File: config.mk
export PLATFORM = sky130hd
export DESIGN_NAME = regfile_write_arbiter
export DESIGN_NICKNAME = d
export VERILOG_FILES = /design/src/rtl/regfile_write_arbiter_pkg.sv /design/src/rtl/regfile_write_arbiter_rr_picker.sv /design/src/rtl/regfile_write_arbiter.sv
export SDC_FILE = /design/constraint.sdc
export NUM_CORES = 1
export LEC_CHECK = 0
export CORE_MARGIN = 10
export CORE_UTILIZATION = 39
export DETAILED_ROUTE_END_ITERATION = 10
export PLACE_DENSITY = 0.82
export SETUP_SLACK_MARGIN = 0.2
export SYNTH_ARGS = -nofsm -noshare
export SYNTH_HDL_FRONTEND = slang
export SYNTH_SLANG_ARGS = --single-unit
File: constraint.sdc
create_clock -name clock -period 2.9 [get_ports clock]
set_clock_uncertainty 0.05 [all_clocks]
set_input_delay 0.58 -clock clock [delete_from_list [all_inputs] [get_ports clock]]
set_output_delay 0.58 -clock clock [all_outputs]
set_load 0.05 [all_outputs]
File: src/rtl/regfile_write_arbiter_pkg.sv
// Shared types and constants for the register-file write arbiter.
// Holds the FSM state encoding, default widths and the round-robin pointer advance.
package regfile_write_arbiter_pkg;

    localparam int ADDR_W_DEF = 2;
    localparam int DATA_W_DEF = 16;
    localparam int NREG       = 4;
    localparam int ZERO_REG   = 0;

    typedef enum logic {
        S_IDLE  = 1'b0,
        S_WRITE = 1'b1
    } state_e;

    // Winner drops to lowest priority: the next scan starts one past it.
    function automatic int next_rr(input int idx, input int nreq);
        if (idx + 1 >= nreq) begin
            return 0;
        end else begin
            return idx + 1;
        end
    endfunction

endpackage

File: src/rtl/regfile_write_arbiter_rr_picker.sv
// Combinational round-robin picker: scans the request vector from rr_ptr upward
// with wrap and returns the first asserted requester as one-hot plus index.
module rr_picker #(
    parameter int NREQ  = 2,
    parameter int IDX_W = 1
) (
    input  logic [NREQ-1:0]  req,
    input  logic [IDX_W-1:0] rr_ptr,
    output logic [NREQ-1:0]  win_onehot,
    output logic [IDX_W-1:0] win_idx
);

    // Rotating priority scan.
    always_comb begin
        int   c;
        logic found;
        c          = 0;
        found      = 1'b0;
        win_onehot = '0;
        win_idx    = '0;
        for (int k = 0; k < NREQ; k++) begin
            c = int'(rr_ptr) + k;
            if (c >= NREQ) begin
                c = c - NREQ;
            end else begin
                c = c;
            end
            if (!found && req[c]) begin
                found         = 1'b1;
                win_onehot[c] = 1'b1;
                win_idx       = IDX_W'(c);
            end else begin
                found = found;
            end
        end
    end

endmodule

File: src/rtl/regfile_write_arbiter.sv
// Round-robin arbiter sharing the single reg_file write port among NREQ writeback sources.
// Optional read-after-write stall detection is enabled with `define REGARB_HAZARD_EN.
module regfile_write_arbiter
    import regfile_write_arbiter_pkg::*;
#(
    parameter int NREQ   = 2,
    parameter int ADDR_W = ADDR_W_DEF,
    parameter int DATA_W = DATA_W_DEF
) (
    input  logic                   clock,
    input  logic                   reset,
    input  logic [NREQ-1:0]        req,
    input  logic [NREQ*ADDR_W-1:0] req_addr,
    input  logic [NREQ*DATA_W-1:0] req_data,
    output logic [NREQ-1:0]        grant,
    output logic                   regwrite,
    output logic [ADDR_W-1:0]      wr,
    output logic [DATA_W-1:0]      wd,
    output logic                   busy,
    output logic [7:0]             wcount
`ifdef REGARB_HAZARD_EN
    ,
    input  logic [ADDR_W-1:0]      rr1,
    input  logic [ADDR_W-1:0]      rr2,
    output logic                   stall
`endif
);

    localparam int IDX_W = (NREQ > 1) ? $clog2(NREQ) : 1;

    state_e            state_q, state_d;
    logic [IDX_W-1:0]  rr_ptr_q, rr_ptr_d;
    logic              regwrite_q, regwrite_d;
    logic [ADDR_W-1:0] wr_q, wr_d;
    logic [DATA_W-1:0] wd_q, wd_d;
    logic              busy_q, busy_d;
    logic [7:0]        wcount_q, wcount_d;
    logic [NREQ-1:0]   grant_s;
    logic [NREQ-1:0]   win_onehot_s;
    logic [IDX_W-1:0]  win_idx_s;

    rr_picker #(
        .NREQ  (NREQ),
        .IDX_W (IDX_W)
    ) u_rr_picker (
        .req        (req),
        .rr_ptr     (rr_ptr_q),
        .win_onehot (win_onehot_s),
        .win_idx    (win_idx_s)
    );

    // Next-state and output-register computation for the IDLE/WRITE handshake.
    always_comb begin
        state_d    = state_q;
        rr_ptr_d   = rr_ptr_q;
        regwrite_d = 1'b0;
        wr_d       = wr_q;
        wd_d       = wd_q;
        busy_d     = 1'b0;
        wcount_d   = wcount_q;
        grant_s    = '0;
        case (state_q)
            S_IDLE: begin
                if (|req) begin
                    grant_s    = win_onehot_s;
                    wr_d       = req_addr[win_idx_s*ADDR_W +: ADDR_W];
                    wd_d       = req_data[win_idx_s*DATA_W +: DATA_W];
                    // Register 0 is hard-wired zero: handshake completes, no write.
                    regwrite_d = (wr_d != ADDR_W'(ZERO_REG));
                    rr_ptr_d   = IDX_W'(next_rr(int'(win_idx_s), NREQ));
                    busy_d     = 1'b1;
                    state_d    = S_WRITE;
                end else begin
                    state_d    = S_IDLE;
                end
            end
            S_WRITE: begin
                state_d = S_IDLE;
                if (regwrite_q) begin
                    wcount_d = wcount_q + 8'd1;
                end else begin
                    wcount_d = wcount_q;
                end
            end
            default: begin
                state_d = S_IDLE;
            end
        endcase
    end

    // State and output registers; reset overrides any in-flight write.
    always_ff @(posedge clock) begin
        if (reset) begin
            state_q    <= S_IDLE;
            rr_ptr_q   <= '0;
            regwrite_q <= 1'b0;
            wr_q       <= '0;
            wd_q       <= '0;
            busy_q     <= 1'b0;
            wcount_q   <= 8'd0;
        end else begin
            state_q    <= state_d;
            rr_ptr_q   <= rr_ptr_d;
            regwrite_q <= regwrite_d;
            wr_q       <= wr_d;
            wd_q       <= wd_d;
            busy_q     <= busy_d;
            wcount_q   <= wcount_d;
        end
    end

    assign grant    = reset ? '0 : grant_s;
    assign regwrite = regwrite_q;
    assign wr       = wr_q;
    assign wd       = wd_q;
    assign busy     = busy_q;
    assign wcount   = wcount_q;

`ifdef REGARB_HAZARD_EN
    assign stall = (state_q == S_WRITE) && regwrite_q && (wr_q != ADDR_W'(ZERO_REG))
                   && ((rr1 == wr_q) || (rr2 == wr_q));
`endif

endmodule

; After elaboration in Yosys (flattened, before gate mapping)
; Cells that the tools add are included.
[classes]
n_bitwise = 3
n_lt_le_gt_ge = 7
reduce_logical = 10
shifts = 2
muxes = 23
add_sub_neg = 5
[op_table]
columns = operator, n
row1 = $ge 32x1->1 const B, 2
row2 = $lt 32x3->1 const B, 2
row3 = $mux 32, 2
row4 = $ge 32x3->1 const B, 1
row5 = $shiftx 32x6->16, 1
row6 = $sub 32x3->32 const B, 1
row7 = $mux 1, 13
row8 = $mux 2, 5
row9 = $add 8x1->8 const B, 1
row10 = $add 1x1->2 const B, 2
row11 = $reduce_and 2->1, 2
row12 = $reduce_or 2->1, 2
row13 = $shiftx 4x3->2, 1
row14 = $logic_and 1x1->1, 3
row15 = $reduce_or 3->1, 1
row16 = $sub 1x2->3 const B, 1
row17 = $demux 1 s1, 2
row18 = $ge 1x2->1 const B, 1
row19 = $ge 2x2->1 const B, 1
row20 = $not 1->1, 2
row21 = $or 2x2->2, 1
row22 = $pmux 1 s2, 1
row23 = $reduce_bool 2->1, 1
row24 = $logic_not 1->1, 1
[word_totals]
regBits = 30
inputBits = 40
output_inout_bits = 30
word_cells = 57

; Logic depth before layout (Yosys ltp)
; Gate-level depths: netlist (run 1).
[logic_depth]
ltp_word = 12
ltp_mapped = 6
depth_no_buf = 5

; By module
; A second synthesis (run 1) with hierarchy kept.
[hier_totals]
cells_unflattened = 137
hier_area_um2 = 1283.7
[modules_own_cells]
columns = module, cells_each, n_inst, seq_area_each_um2, area_each_um2
row1 = regfile_write_arbiter, 133, 1, 580.6, 1253.7
row2 = rr_picker, 4, 1, 0.0, 30.0

; Least setup slack after synthesis (run 1)
; No wires, ideal clock.
[synth_timing]
path_type = input-to-output
from = input port req[0]
to = output port grant[1]
cell_stages = 5
arrival_time_ps = 2016
path_buffers = 2
setup_slack_ps = 254
required_time_ps = 2270
path_cell_list = inv_2 > o21ai_2 > buf_6 > buf_12 > nor3_1
[synth_via]
elab_chain_cells = 10
word_cells_on_any_way = 16
classes_between = mux (12) / bitwise (1) / reduce/logical (3)
[synth_rtl]
columns = element, line_no
row1 = from (decl), regfile_write_arbiter.sv:12  ; input logic [NREQ-1:0] req,
row2 = $mux 1 (not written as such) (3 in series), regfile_write_arbiter_rr_picker.sv:28  ; if (!found && req[c]) begin
row3 = $mux 1, regfile_write_arbiter_rr_picker.sv:28
row4 = $logic_not 1->1, regfile_write_arbiter_rr_picker.sv:28
row5 = $logic_and 1x1->1, regfile_write_arbiter_rr_picker.sv:28
row6 = $mux 2, regfile_write_arbiter_rr_picker.sv:28
row7 = $mux 2 (*), regfile_write_arbiter.sv:64  ; if (|req) begin
row8 = $mux 2 (*), regfile_write_arbiter.sv:62  ; case (state_q)
row9 = $mux 2 (*), regfile_write_arbiter.sv:112  ; assign grant = reset ? '0 : grant_s;
row10 = to (decl), regfile_write_arbiter.sv:15  ; output logic [NREQ-1:0] grant,
; Mark *: on every way between the ends. The rest lies on a longest branch, timed or not. The select of a mux whose other input is x is not followed.

==> results of run 1 <==
## metrics by stage
stage / instance area [µm²] / setup slack, ps / util, % / power (mW)
2_1_floorplan: 1280 / 254 / - / 0.643
3_3_place_gp: 1990 / 556 / 64.2 / 0.765
3_5_place_dp: 1990 / 446 / 64.2 / 0.773
4_1_cts: 2050 / 382 / 66.0 / 1.02
5_1_grt: 2050 / 307 / 66.0 / 1.06
6_report: 2050 / 396 / 66.0 / 1.01
## cells in the mapped netlist, types with 2 or more instances
cell type / count
xor2_1: 5
nor3_1: 4
clkbuf_1: 5
buf_2: 2
nand3_1: 3
o21ai_0: 3
mux2i_1: 17
a21oi_1: 5
dfxtp_1: 29
nor3b_1: 2
nand2_1: 8
a211oi_1: 16
nor2_1: 25
## worst max-delay path by stage
| stage | cells after the start | slack (ps) | to | start |
|---|---|---|---|---|
| 2_1_floorplan | 5 | 250 | grant[1] | req[0] |
| 3_3_place_gp | 6 | 560 | wd[0]$_SDFFE_PP0P_ | req[1] |
| 3_5_place_dp | 6 | 450 | wd[12]$_SDFFE_PP0P_ | req[1] |
| 4_1_cts | 1 | 380 | busy | state_q$_SDFF_PP0_ |
| 5_1_grt | 1 | 310 | busy | state_q$_SDFF_PP0_ |
| 6_report | 1 | 400 | busy | state_q$_SDFF_PP0_ |
## cell families after synthesis
| logic type | after synthesis |
|---|---|
| and+or+nand+nor | 47 |
| DFF | 29 |
| AOI/OAI and AO/OA | 28 |
| muxes | 17 |
| buffers and inverters | 10 |
| xor gates and xnor gates | 6 |
| adders and majority gates | 1 |
## metal layers
metal	GRT usage, %	vias to the layer above
li1	-	631
met1	12.1	562
met2	21.2	49
met3	9.21	6
met4	4.01	0
met5	0	-
## report_power, final
group	switching, mW	internal, mW
Combinational	0.179	0.133
Clock	0.130	0.114
Sequential	0.0224	0.428
Total	0.332	0.675
## state kept, by name (all words and copies together), names as in the netlist
register  cells
regwrite      1
rr_ptr_q      1
state_q       1
wcount        8
wd           16
wr            2
## final cells by class
class                   instances  share of cell area [%]
multi-input cells              99                    30.9
clock buffers                   7                    2.69
inverters                       1                   0.183
repair buffers                 72                    35.2
well taps                      44                    2.69
flip-flops and latches         29                    28.3
## placed cells by master (no fill, tap or decap), types with 2 or more instances in the layout
cell             count
buf_4                4
xor2_1               5
clkdlybuf4s50_1     67
nor3b_1              2
nand2_1              8
dfxtp_1             29
nand3_1              3
nor2_1              25
nor3_1               4
clkbuf_4             5
o21ai_0              3
a21oi_1              5
a211oi_1            16
mux2i_1             17
==> impl_metrics.yaml, run 1 <==
status:
  outcome: "finished clean"
logic_synthesis:
  synth_top_family_by_area: "simple AND/OR/NAND/NOR gates"
  muxShareOfSynthArea_pct: 13.3
  yosys.area_share.simple_pct: 16.3
  syn-instance-count: 138
  syn_nets: 179
  ys_ff_latch: 29
  synth-adder-area-share_pct: 0.979
  synth_xor_area_share_pct: 4.11
  synth_top_area_share_pct: 45.4
  async_flop_share_pct: 0
  yosysTopAreaCell: "dfxtp_1"
  syn_area_per_cell_um2: 9.26
  syn_area_um2: 1280
  synth_edf_count: 0
  synth.distinct_cells: 27
  ys.warnings.count: 0
  ys.flop_type: "dfxtp_1"
  synth-compound-area-share_pct: 14.9
  yosysSeqAreaShare_pct: 45.4
  ys_top_cells_by_area: "dfxtp_1 45%, mux2i_1 13%, a211oi_1 9.4%"
cts:
  clk_latency_ps: 320
  clockRootBuffer: "clkbuf_4"
  cts.reportedPaths.clkPinSlew_ps: 90
  postCtsSetupBuffers: 0
  cts_sinks: 29
  ctsHoldBuffers: 0
  cts_resized: 0
  numCtsBuffers: 5
  clock_path_buffers: 2
  cts_tree: "built"
  htree_levels: 2
drt:
  drtIter0Drc: 67
  viasPerCell: 4.95
  postRouteAntennaNets: 0
  totalWireLength_mm: 3.82
  dr.pass1.iters: 4
  vias: 1248
  drc: 0
  avgRoutedWirePerCell_um: 15.2
  wl_met3_um: 452
  wl_met2_mm: 1.87
  highest_layer: "met4"
  drt-met1-wl_mm: 1.45
sta:
  fin_crit_sh_pct: 86.3
  setup_tns_ps: 0
  finalHoldViolCount: 0
  clock.fmax_mhz: 399
  rsz0062_at_grt: "false"
  finalMaxSlewViolations: 0
  max_slew_margin_pct: 65.0
  setup_viol: 0
  hold_ws_ps: 432
  tightest_slew_ps: 524
  period_minus_slack_ps: 2500
layout:
  n_antenna_cell: 0
  fin_nets: 249
  fin_cells: 252
  area_delta_synth_final_pct: 60.3
  seq_area_um2: 581
  drive_gt1_share_pct: 6.73
  multi_input_area_um2: 633
  n_fill_cell: 285
setup_path:
  critPathMaxFanout: 16
  cp_top_family: "buffers and inverters"
  required_ps: 2270
  path_class: "reg2out"
  reg2reg_slack_ps: 1110
  start_kind: "register"
  cpPeakStageDelay_ps: 900
  r2r_start: "state_q$_SDFF_PP0_"
  r2r_end: "wd[6]$_SDFFE_PP0P_"
  critPathArrivalTime_ps: 1870
  critPathBufInv: 1
  crit_chain: "clkdlybuf4s50_1"
  r2r_cells: 4
  crit_slowest_cell: "clkdlybuf4s50_1"
  end_kind: "primary output"
floorplan:
  die_x_um: 77.2
  initial_core_util_pct: 41.2
  num_io_pins: 70
  num_rows: 20
  core-area_um2: 3100
  fp.dieArea_um2: 5960
  die_h_um: 77.2
worst_hold_path:
  worstHoldStart: "wr[1]$_SDFFE_PP0P_"
  min_to: "wr[1]$_SDFFE_PP0P_"
  holdPathStages: 2
  hold_path_class: "reg2reg"
power_and_ir_drop:
  leakagePower_nw: 0.830
  peakVddDrop_v: 0.000346
  pwr_density_cell_nw_per_um2: 491
run:
  maxCapViolCount: 0
grt:
  antenna_found_initial: 0
  track_usage_pct: 12.7
  grt_max_degree: 30
  grt_pass1_vias: 1316
  overflow: 0
  grt_pass1_wl_mm: 6.20
placed_design:
  place.detailed.hpwl_mm: 3.10
  gp_congestion: 0.690
  dp.cells: 245
  place.port_buffers: 69
No activity file was read; power rests on OpenSTA's default activity.
==> run 2, diff against run 1 <==
- REMOVE_ABC_BUFFERS: default -> 1
==> impl_metrics.yaml, run 2 (synthesis gave the netlist of run 1 again) <==
layout:
  largest_register_ffs: 16
  drive_gt1_share_pct: 7.62
  seq_area_um2: 581
  multi_input_area_um2: 633
  n_antenna_cell: 0
  layout_common_cells: "67 x clkdlybuf4s50_1, 29 x dfxtp_1, 25 x nor2_1"
  post-route-util_pct: 66.5
  area_delta_synth_final_pct: 61.5
  fin_cells: 254
  fin_nets: 251
  final_common_cell: "clkdlybuf4s50_1"
  n_fill_cell: 278
grt:
  grt_pass1_vias: 1318
  overflow: 0
  track_usage_pct: 13.0
  antenna_found_initial: 0
  grt_max_degree: 30
  grt_pass1_wl_mm: 6.39
power_and_ir_drop:
  pwr_density_cell_nw_per_um2: 487
  leakagePower_nw: 0.840
  p_comb_share_pct: 31.9
  switchingPower_uw: 326
  p_seq_share_pct: 44.3
  p_int_uw: 678
  power.share.clock_pct: 23.8
  switching_share_pct: 32.5
  peakVddDrop_v: 0.000299
floorplan:
  core-area_um2: 3100
  fp.dieArea_um2: 5960
  die_h_um: 77.2
  die_x_um: 77.2
  num_io_pins: 70
  num_rows: 20
  initial_core_util_pct: 41.2
placed_design:
  post-place-ws_ps: 545
  gp_congestion: 0.785
  place.port_buffers: 69
  place.detailed.hpwl_mm: 3.19
  dp.cells: 247
sta:
  period_minus_slack_ps: 2350
  fin_crit_sh_pct: 81.0
  finalMaxSlewViolations: 0
  rsz0062_at_grt: "false"
  tightest_slew_ps: 531
  max_slew_margin_pct: 64.5
  setup_viol: 0
  timing.final.ws_setup_ps: 550
  finalHoldViolCount: 0
  clock.fmax_mhz: 426
  setup_tns_ps: 0
drt:
  postRouteAntennaNets: 0
  totalWireLength_mm: 3.92
  drc: 0
  dr.pass1.iters: 4
  drtIter0Drc: 88
  viasPerCell: 4.99
  avgRoutedWirePerCell_um: 15.4
  vias: 1268
cts:
  cts_tree: "built"
  clk_latency_ps: 310
  cts_sinks: 29
  cts.reportedPaths.clkPinSlew_ps: 80
  clockRootBuffer: "clkbuf_4"
  htree_levels: 2
  numCtsBuffers: 5
  ctsHoldBuffers: 0
  clock_path_buffers: 2
  postCtsSetupBuffers: 0
  cts_resized: 0
setup_path:
  required_ps: 2270
  path_class: "in2out"
  critPathMaxFanout: 4
  start_kind: "input port"
  critPathArrivalTime_ps: 1720
  end_kind: "primary output"
run:
  maxCapViolCount: 0
worst_hold_path:
  hold_path_class: "reg2reg"
status:
  outcome: "finished clean"
-- run 2: changes by cell type in the layout (fill, tap and decap cells not counted) --
| cell | previous run | this run |
|---|---|---|
| buf_4 | 4 | 6 |
-- run 2: layout make-up --
| class | instances | area share [%] |
|---|---|---|
| Timing Repair Buffer | 74 | 35.7 |
| Multi-Input combinational cell | 99 | 30.7 |
| Sequential cell | 29 | 28.1 |
| Clock buffer | 7 | 2.67 |
| Tap cell | 44 | 2.67 |
| Inverter | 1 | 0.182 |
-- run 2: metrics by stage --
stage	power (mW)	cell area (µm²)	hold slack, ps
4_1_cts	1.02	2060	442
6_report	1.00	2060	439
5_1_grt	1.05	2060	469
3_3_place_gp	0.767	2010	413
3_5_place_dp	0.778	2010	430
2_1_floorplan	0.629	1220	459
-- run 2: final timing paths --
kind	start	end	slack [ps]	cells past startpoint
setup reg to reg	rr_ptr_q$_SDFFE_PP0P_	wd[9]$_SDFFE_PP0P_	1530	4
hold / removal	wr[0]$_SDFFE_PP0P_	wr[0]$_SDFFE_PP0P_	440	2
hold reg to reg	wr[0]$_SDFFE_PP0P_	wr[0]$_SDFFE_PP0P_	440	2
setup / recovery	req[1]	grant[0]	550	5
-- run 2: per-layer routing --
| metal | up-vias | share of wire, % | GRT usage [%] | wire length, µm |
|---|---|---|---|---|
| li1 | 641 | - | - | - |
| met1 | 580 | 39 | 12.8 | 1540 |
| met2 | 40 | 53 | 24.2 | 2080 |
| met3 | 7 | 4.9 | 3.15 | 191 |
| met4 | 0 | 2.5 | 7.30 | 97 |
| met5 | - | 0 | 0 | 0 |
-- run 2: critical path, cell delays in order --
cell             delay, ps
clkdlybuf4s50_1        470
nand2_1                150
nand2_1                 60
nor3_1                 270
buf_12                 180
-- run 2: power groups by stage --
stage	sequential, mW	combinational (mW)	clock (mW)
5_1_grt	0.448	0.339	0.267
6_report	0.444	0.321	0.239
3_5_place_dp	0.454	0.323	0
2_1_floorplan	0.553	0.0765	0
3_3_place_gp	0.452	0.316	0
4_1_cts	0.445	0.325	0.248
